File: config.mk
export PLATFORM = sky130hd
export DESIGN_NAME = pipeline_controller
export DESIGN_NICKNAME = d
export VERILOG_FILES = /design/src/rtl/ctrl_pkg.sv /design/src/rtl/ctrl_decode.sv /design/src/rtl/pipeline_controller.sv
export SDC_FILE = /design/constraint.sdc
export NUM_CORES = 1
export LEC_CHECK = 0
export CAP_MARGIN = 30
export CORE_MARGIN = 1
export CORE_UTILIZATION = 47
export DETAILED_ROUTE_END_ITERATION = 10
export HOLD_SLACK_MARGIN = 0.06
export PLACE_DENSITY = 0.86
export SYNTH_ARGS = -nofsm -noshare
export SYNTH_HDL_FRONTEND = slang
export SYNTH_HIERARCHICAL = 1
export SYNTH_SLANG_ARGS = --single-unit
File: constraint.sdc
create_clock -name clk -period 2.83 [get_ports clk]
set_input_delay 0.566 -clock clk [delete_from_list [all_inputs] [get_ports clk]]
set_output_delay 0.566 -clock clk [all_outputs]
set_load 0.1 [all_outputs]
File: src/rtl/ctrl_pkg.sv
// Shared types and encodings for the pipelined RV32I control unit.
package ctrl_pkg;

  localparam int RA_W = 5;

  localparam logic [6:0] OP_R      = 7'b0110011;
  localparam logic [6:0] OP_I      = 7'b0010011;
  localparam logic [6:0] OP_LOAD   = 7'b0000011;
  localparam logic [6:0] OP_STORE  = 7'b0100011;
  localparam logic [6:0] OP_BRANCH = 7'b1100011;
  localparam logic [6:0] OP_LUI    = 7'b0110111;
  localparam logic [6:0] OP_AUIPC  = 7'b0010111;
  localparam logic [6:0] OP_JAL    = 7'b1101111;
  localparam logic [6:0] OP_JALR   = 7'b1100111;

  typedef enum logic [3:0] {
    ALU_ADD    = 4'd0,
    ALU_SLL    = 4'd1,
    ALU_SLT    = 4'd2,
    ALU_SLTU   = 4'd3,
    ALU_XOR    = 4'd4,
    ALU_SRL    = 4'd5,
    ALU_SRA    = 4'd6,
    ALU_OR     = 4'd7,
    ALU_AND    = 4'd8,
    ALU_SUB    = 4'd9,
    ALU_PASS_B = 4'd10
  } alu_op_t;

  localparam logic [1:0] WB_ALU = 2'd0;
  localparam logic [1:0] WB_MEM = 2'd1;
  localparam logic [1:0] WB_PC4 = 2'd2;

  localparam logic [1:0] FWD_RF = 2'd0;
  localparam logic [1:0] FWD_MEM = 2'd1;
  localparam logic [1:0] FWD_WB = 2'd2;

  typedef struct packed {
    alu_op_t         alu_op;
    logic            sel_A;
    logic            sel_B;
    logic [2:0]      br_type;
    logic            branch;
    logic            jump;
    logic            rd_en;
    logic            wr_en;
    logic [2:0]      mask;
    logic            reg_wr;
    logic [1:0]      wb_sel;
    logic [RA_W-1:0] rd;
    logic [RA_W-1:0] rs1;
    logic [RA_W-1:0] rs2;
    logic            rs1_used;
    logic            rs2_used;
  } ctrl_t;

  // funct3 -> ALU op; alt (funct7[5]) picks sub only for register-register ops.
  function automatic alu_op_t alu_from_f3(logic [2:0] f3, logic alt, logic is_reg);
    case (f3)
      3'd0:    return (alt && is_reg) ? ALU_SUB : ALU_ADD;
      3'd1:    return ALU_SLL;
      3'd2:    return ALU_SLT;
      3'd3:    return ALU_SLTU;
      3'd4:    return ALU_XOR;
      3'd5:    return alt ? ALU_SRA : ALU_SRL;
      3'd6:    return ALU_OR;
      default: return ALU_AND;
    endcase
  endfunction

endpackage

File: src/rtl/ctrl_decode.sv
// Combinational RV32I instruction decoder producing the control bundle.
module ctrl_decode
  import ctrl_pkg::*;
(
  input  logic [31:0] instr,
  output ctrl_t       ctrl,
  output logic        legal
);

  logic [6:0]      opcode;
  logic [2:0]      f3;
  logic            alt;
  logic [RA_W-1:0] rd;
  logic [RA_W-1:0] rs1;
  logic [RA_W-1:0] rs2;

  assign opcode = instr[6:0];
  assign f3     = instr[14:12];
  assign alt    = instr[30];
  assign rd     = instr[11:7];
  assign rs1    = instr[19:15];
  assign rs2    = instr[24:20];

  // Unused source fields stay zero so hazard/forward compares never see stray immediate bits.
  always_comb begin
    ctrl  = '0;
    legal = 1'b1;
    case (opcode)
      OP_R: begin
        ctrl.alu_op   = alu_from_f3(f3, alt, 1'b1);
        ctrl.sel_A    = 1'b1;
        ctrl.reg_wr   = 1'b1;
        ctrl.rd       = rd;
        ctrl.rs1      = rs1;
        ctrl.rs2      = rs2;
        ctrl.rs1_used = 1'b1;
        ctrl.rs2_used = 1'b1;
      end
      OP_I: begin
        ctrl.alu_op   = alu_from_f3(f3, alt, 1'b0);
        ctrl.sel_A    = 1'b1;
        ctrl.sel_B    = 1'b1;
        ctrl.reg_wr   = 1'b1;
        ctrl.rd       = rd;
        ctrl.rs1      = rs1;
        ctrl.rs1_used = 1'b1;
      end
      OP_LOAD: begin
        ctrl.sel_A    = 1'b1;
        ctrl.sel_B    = 1'b1;
        ctrl.rd_en    = 1'b1;
        ctrl.mask     = f3;
        ctrl.reg_wr   = 1'b1;
        ctrl.wb_sel   = WB_MEM;
        ctrl.rd       = rd;
        ctrl.rs1      = rs1;
        ctrl.rs1_used = 1'b1;
      end
      OP_STORE: begin
        ctrl.sel_A    = 1'b1;
        ctrl.sel_B    = 1'b1;
        ctrl.wr_en    = 1'b1;
        ctrl.mask     = f3;
        ctrl.rs1      = rs1;
        ctrl.rs2      = rs2;
        ctrl.rs1_used = 1'b1;
        ctrl.rs2_used = 1'b1;
      end
      OP_BRANCH: begin
        ctrl.sel_B    = 1'b1;
        ctrl.br_type  = f3;
        ctrl.branch   = 1'b1;
        ctrl.rs1      = rs1;
        ctrl.rs2      = rs2;
        ctrl.rs1_used = 1'b1;
        ctrl.rs2_used = 1'b1;
      end
      OP_LUI: begin
        ctrl.alu_op = ALU_PASS_B;
        ctrl.sel_B  = 1'b1;
        ctrl.reg_wr = 1'b1;
        ctrl.rd     = rd;
      end
      OP_AUIPC: begin
        ctrl.sel_B  = 1'b1;
        ctrl.reg_wr = 1'b1;
        ctrl.rd     = rd;
      end
      OP_JAL: begin
        ctrl.sel_B  = 1'b1;
        ctrl.jump   = 1'b1;
        ctrl.reg_wr = 1'b1;
        ctrl.wb_sel = WB_PC4;
        ctrl.rd     = rd;
      end
      OP_JALR: begin
        ctrl.sel_A    = 1'b1;
        ctrl.sel_B    = 1'b1;
        ctrl.jump     = 1'b1;
        ctrl.reg_wr   = 1'b1;
        ctrl.wb_sel   = WB_PC4;
        ctrl.rd       = rd;
        ctrl.rs1      = rs1;
        ctrl.rs1_used = 1'b1;
      end
      default: legal = 1'b0;
    endcase
  end

endmodule

File: src/rtl/pipeline_controller.sv
// 5-stage RV32I control unit: decode, ID/EX/MEM/WB control registers, stall/flush/forward.
// Build option FWD_EN: EX-stage forwarding with load-use-only stalls; otherwise RAW stalls.
module pipeline_controller
  import ctrl_pkg::*;
#(
  parameter int XLEN   = 32,
  parameter int REG_AW = 5
) (
  input  logic              clk,
  input  logic              rst,
  input  logic [XLEN-1:0]   instr_d,
  input  logic              valid_d,
  input  logic              br_taken_e,
  output logic [3:0]        alu_op_e,
  output logic              sel_A_e,
  output logic              sel_B_e,
  output logic [2:0]        br_type_e,
  output logic              pc_sel_e,
  output logic [1:0]        fwd_a_e,
  output logic [1:0]        fwd_b_e,
  output logic              rd_en_m,
  output logic              wr_en_m,
  output logic [2:0]        mask_m,
  output logic              reg_wr_w,
  output logic [1:0]        wb_sel_w,
  output logic [REG_AW-1:0] rd_w,
  output logic              stall_d,
  output logic              flush_d,
  output logic              illegal_d
);

  ctrl_t dec_d;
  ctrl_t ctrl_e;
  ctrl_t ctrl_m;
  ctrl_t ctrl_w;
  logic  dec_legal;
  logic  dec_ok;
  logic  valid_e;
  logic  hazard_d;

  ctrl_decode u_decode (
    .instr (instr_d[31:0]),
    .ctrl  (dec_d),
    .legal (dec_legal)
  );

  function automatic logic uses_reg(ctrl_t c, logic [RA_W-1:0] rd);
    return (rd != '0) && ((c.rs1_used && (c.rs1 == rd)) || (c.rs2_used && (c.rs2 == rd)));
  endfunction

`ifdef FWD_EN
  function automatic logic [1:0] fwd_sel(logic [RA_W-1:0] rs);
    if (ctrl_m.reg_wr && (ctrl_m.rd != '0) && (ctrl_m.rd == rs))
      return FWD_MEM;
    else if (ctrl_w.reg_wr && (ctrl_w.rd != '0) && (ctrl_w.rd == rs))
      return FWD_WB;
    else
      return FWD_RF;
  endfunction

  assign hazard_d = dec_ok && ctrl_e.rd_en && uses_reg(dec_d, ctrl_e.rd);
  assign fwd_a_e  = fwd_sel(ctrl_e.rs1);
  assign fwd_b_e  = fwd_sel(ctrl_e.rs2);
`else
  // Without forwarding, wait until the producer has reached WB (write-through regfile).
  assign hazard_d = dec_ok && ((ctrl_e.reg_wr && uses_reg(dec_d, ctrl_e.rd)) ||
                               (ctrl_m.reg_wr && uses_reg(dec_d, ctrl_m.rd)));
  assign fwd_a_e  = FWD_RF;
  assign fwd_b_e  = FWD_RF;
`endif

  assign dec_ok    = valid_d && dec_legal;
  assign illegal_d = valid_d && !dec_legal;
  assign pc_sel_e  = valid_e && (ctrl_e.jump || (ctrl_e.branch && br_taken_e));
  assign flush_d   = pc_sel_e;
  assign stall_d   = hazard_d && !pc_sel_e;

  // ID -> EX boundary: flush, stall and non-instructions all become bubbles.
  always_ff @(posedge clk) begin
    if (rst || pc_sel_e || stall_d || !dec_ok) begin
      ctrl_e  <= '0;
      valid_e <= 1'b0;
    end else begin
      ctrl_e  <= dec_d;
      valid_e <= 1'b1;
    end
  end

  // EX -> MEM -> WB boundaries
  always_ff @(posedge clk) begin
    if (rst) begin
      ctrl_m <= '0;
      ctrl_w <= '0;
    end else begin
      ctrl_m <= ctrl_e;
      ctrl_w <= ctrl_m;
    end
  end

  assign alu_op_e  = ctrl_e.alu_op;
  assign sel_A_e   = ctrl_e.sel_A;
  assign sel_B_e   = ctrl_e.sel_B;
  assign br_type_e = ctrl_e.br_type;
  assign rd_en_m   = ctrl_m.rd_en;
  assign wr_en_m   = ctrl_m.wr_en;
  assign mask_m    = ctrl_m.mask;
  assign reg_wr_w  = ctrl_w.reg_wr;
  assign wb_sel_w  = ctrl_w.wb_sel;
  assign rd_w      = REG_AW'(ctrl_w.rd);

  // Control fields that later stages carry but do not drive out.
  logic unused_fields;
  assign unused_fields = ^{ctrl_m, ctrl_w, ctrl_e.rd_en, ctrl_e.wr_en, ctrl_e.mask,
                           ctrl_e.reg_wr, ctrl_e.wb_sel};

endmodule

; ---- After elaboration in Yosys (flattened, before gate mapping)
; Index checks and enable logic that the tools add are counted.
[word_totals]
reg_bits = 46
out_inout_bits = 30
elab_cells = 101
[op_classes]
eq_ne = 19
mux = 19
bitwise = 3
reduce_logical = 38
[op_table]
columns = cell, n
row1 = $pmux W4 S7, 2
row2 = $eq A7 B6 Y1 const B, 3
row3 = $eq A7 B7 Y1 const B, 3
row4 = $eq A5 B5 Y1, 4
row5 = $eq A7 B5 Y1 const B, 2
row6 = $logic_and A1 B1 Y1, 14
row7 = $pmux W4 S3, 1
row8 = $mux W1, 11
row9 = $mux W5, 2
row10 = $reduce_bool A5 Y1, 2
row11 = $reduce_or A2 Y1, 5
row12 = $eq A3 B3 Y1 const B, 3
row13 = $reduce_or A9 Y1, 1
row14 = $reduce_or A8 Y1, 1
row15 = $eq A7 B2 Y1 const B, 1
row16 = $logic_or A1 B1 Y1, 7
row17 = $reduce_or A7 Y1, 1
row18 = $eq A3 B2 Y1 const B, 2
row19 = $reduce_or A6 Y1, 1
row20 = $reduce_or A5 Y1, 1
row21 = $mux W4, 1
row22 = $pmux W2 S2, 1
row23 = $eq A3 B1 Y1 const B, 1
row24 = $logic_not A1 Y1, 3
row25 = 4 further kinds, 6

; ---- Logic depth before layout (Yosys ltp)
; Gate-level depths: netlist of run 1.
[depth]
depth_word = 14
ltp_mapped = 11
mapped_depth_nobuf = 8

; ---- Modules after synthesis
; The synthesis of run 1 kept the hierarchy.
[by_module_without_submodules]
columns = module, instances, cells_per_inst, area_each_um2, seq_area_each_um2
row1 = pipeline_controller, 1, 154, 1679.1, 920.9
row2 = ctrl_decode, 1, 73, 519.2, 0.0

; ---- Worst setup path before layout of run 1
; Ideal clock, no wire load.
[synth_timing]
path_kind = in2out
startpoint = in instr_d[6]
endpoint = out stall_d
arrival_ns = 3.258
slack_ns = -0.994
path_stages = 10
path_cell_list = buf_6 -> or2_1 -> buf_6 -> a21oi_4 -> and2_1 -> xnor2_1 -> nand4_1 -> o22ai_1 -> a22oi_1 -> nor2_1
[synth_lines]
columns = element, line_no
row1 = start: declaration, pipeline_controller.sv:11  ; input logic [XLEN-1:0] instr_d,
row2 = end: declaration, pipeline_controller.sv:27  ; output logic stall_d,

==> results of run 1 <==
worst paths after layout:
| path | end | slack [ns] |
|---|---|---|
| max | stall_d | -0.05 |
| min | wr_en_m | 0.44 |
| max reg2reg | ctrl_e[24] | 0.91 |
| min reg2reg | wr_en_m | 0.44 |
cell type report:
type	count	area (µm²)
inverter	2	7.51
fill	311	1310
tap	52	65.1
timing repair buffer	85	758
sequential	46	921
multi-input combinational	157	1240
clock buffer	6	82.6
clock inverter	1	30.0
metrics by stage:
step | TNS, ns | hold WS, ns | power, W | std cells
floorplan | -0.195 | 0.414 | 0.000751 | 230
global placement | -1.20 | 0.421 | 0.000815 | 335
detailed placement | -1.96 | 0.424 | 0.000818 | 335
CTS | 0 | 0.442 | 0.00130 | 348
global route | -0.108 | 0.468 | 0.00134 | 349
finish | -0.0532 | 0.439 | 0.00129 | 349
report_power, final:
part / internal [W] / switching [W]
combinational: 0.0000800 / 0.0000868
sequential: 0.000647 / 0.000000188
clock: 0.000282 / 0.000199
layer usage:
layer  wire, µm  part of all wire, %  up-vias
li1           -                    -      876
met4        221                  4.5        0
met5          0                    0        -
met2       2480                   51       67
met3        272                  5.6       25
met1       1890                   39      818
logic make-up (layout without fill, tap and decap cells):
family	Yosys count	in the layout	synth area share (%)
XOR/XNOR	20	20	7.97
flip-flops	46	46	41.9
AO/OA/AOI/OAI	22	22	8.54
AND/OR/NAND/NOR	111	111	32.2
buffers and inverters	27	94	9.28
other	1	4	0.171
cells in the final DEF (no fill, tap or decap), types with 3 or more instances in the layout:
| cell | netlist | final |
|---|---|---|
| and2_1 | 39 | 30 |
| xnor2_1 | 20 | 8 |
| nor2b_1 | 23 | 22 |
| nor3b_1 | 5 | 5 |
| a21oi_1 | 3 | 3 |
| nand2_1 | 8 | 8 |
| o21a_1 | 3 | 3 |
| buf_6 | 5 | 4 |
| nand4_1 | 7 | 7 |
| conb_1 | 1 | 4 |
| clkdlybuf4s50_1 | 0 | 22 |
| xnor2_2 | 0 | 12 |
| nor2_1 | 6 | 5 |
| and2_4 | 0 | 9 |
| dfxtp_1 | 46 | 46 |
| buf_4 | 17 | 49 |
| nor4_1 | 4 | 4 |
| buf_2 | 1 | 3 |
| buf_12 | 0 | 5 |
| clkbuf_8 | 0 | 6 |
state kept, by name (all words and copies together), names as in the netlist:
name	cells
alu_op_e	4
br_type_e	3
ctrl_e	15
ctrl_m	8
mask_m	3
rd_en_m	1
rd_w	5
reg_wr_w	1
sel_A_e	1
sel_B_e	1
valid_e	1
wb_sel_w	2
wr_en_m	1
timing repair:
action | CTS | global route
setup buffers | 6 | 1
endpoints found under the setup margin | 2 | 1
resized for setup | 46 | 11
pin swaps | 20 | 15
==> results.sh, run 1 <==
export IMPL_critPathBufInv=2
export IMPL_synth_top_cell_by_area="dfxtp_1"
export IMPL_drt_iter0_markers=76
export IMPL_ir_worst_vdd_mv=0.186
export IMPL_cp_startpoint="instr_d[2]"
export IMPL_grt_usage_pct=20.4
export IMPL_power_density_mw_per_mm2=417
export IMPL_max_freq_mhz=347
export IMPL_start_util_pct=49.8
export IMPL_preCtsSetupSlack_ns=-0.449
export IMPL_fin_crit_ns=2.88
export IMPL_areaGrowthSynthToFinish_pct=41.3
export IMPL_clkLatencyLatePin_ns=0.29
export IMPL_violations="setup timing"
export IMPL_hold_path_startpoint="ctrl_e[23]"
export IMPL_grt_pass1_vias=1768
export IMPL_wl_per_cell_um=13.9
export IMPL_die_area_mm2=0.00495
export IMPL_place_gp_congestion=0.865
export IMPL_met2_usage_pct=36.4
export IMPL_ys_warn_count=6
export IMPL_grt_max_degree=26
export IMPL_num_vias=1786
export IMPL_path_delay_family="simple AND/OR/NAND/NOR gates"
export IMPL_crit_cells=10
export IMPL_cp_max_fo=6
export IMPL_rsz0062_at_grt="yes"
export IMPL_cts_buffers=5
export IMPL_core_area_mm2=0.00441
export IMPL_grt_busiest_layer="met2"
export IMPL_end_kind="output pin"
export IMPL_finalHoldViolCount=0
export IMPL_slowest_stage="or2_4"
export IMPL_r2r_cells=5
export IMPL_viasPerCell=5.12
export IMPL_slew_viol_final=0
export IMPL_cp_required_ns=2.26
export IMPL_rr_startpoint="ctrl_m[14]"
export IMPL_final_util_pct=70.4
export IMPL_seq_area_frac_synth_pct=41.9
export IMPL_cp_slowest_stage_delay_ns=0.26
export IMPL_dp_hpwl_um=3220
export IMPL_worst_setup_path_type="in -> out"
export IMPL_yosysTopAreaCellShare_pct=41.9
export IMPL_drc=0
export IMPL_drv_cap=0
export IMPL_cts_root_buf="clkbuf_8"
export IMPL_antenna_left=0
export IMPL_synth_seq_cells=46
export IMPL_clkTransAtPathRegs_ns=0.07
export IMPL_dpl_cell_area_mm2=0.00282
export IMPL_synth_avg_cell_area_um2=9.68
export IMPL_clock_sinks=46
export IMPL_tritoncts="built"
export IMPL_portBuffers=55
export IMPL_die_h_um=70.4
export IMPL_ctsHtreeMaxLevel=2
export IMPL_status="complete, but fails checks"
export IMPL_firstDrtPassIters=4
export IMPL_fin_ws_ns=-0.0532
export IMPL_synth_main_ff_cell="dfxtp_1"
export IMPL_nets=333
export IMPL_finalSetupViolCount=1
export IMPL_antennaDiodeCount=0
export IMPL_fin_skew_ns=0.00634
export IMPL_p_leak_nw=1.30
export IMPL_crit_chain="buf_2, or2_4, a21oi_4, and2_4, xnor2_1, nand4_1, o22ai_2, a22oi_2, nor2_4, buf_12"
export IMPL_ctsLongestPathBuffers=2
export IMPL_hold_class="reg -> reg"
export IMPL_num_io_pins=66
export IMPL_cts_hold_repair_buffers=0
export IMPL_netlist_area_mm2=0.00220
export IMPL_grtUsageMet1_pct=21.6
export IMPL_finalCritPeriodShare_pct=102
export IMPL_async_reset_ff_share_pct=0
export IMPL_synth_edff_count=0
export IMPL_totalWireLength_um=4860
export IMPL_rows=24
export IMPL_grt_pass1_wl_um=7850
export IMPL_drive_gt1_share_pct=35.7
export IMPL_synth_cells=227
export IMPL_hold_depth=1
export IMPL_overflow=0
export IMPL_ys_types=41
export IMPL_die_w_um=70.4
export IMPL_yosys_top_cells_area="dfxtp_1 (42%), and2_1 (11%), xnor2_1 (8.0%)"
export IMPL_antenna_found_initial=0
export IMPL_synth_common_cells="dfxtp_1 (46), and2_1 (39), nor2b_1 (23)"
export IMPL_finalInstanceArea_mm2=0.00311
export IMPL_cp_arrival_ns=2.32
export IMPL_yosys_cell_count_top_type="dfxtp_1"
export IMPL_met3_usage_pct=5.48
export IMPL_cp_start_kind="input port"
No activity file was read; power rests on OpenSTA's default activity.
==> run 2: changes to the inputs <==
- SLEW_MARGIN: not set -> 20
==> results of run 2 <==
No change in the layout: final DEF, timing and power equal those of run 1.
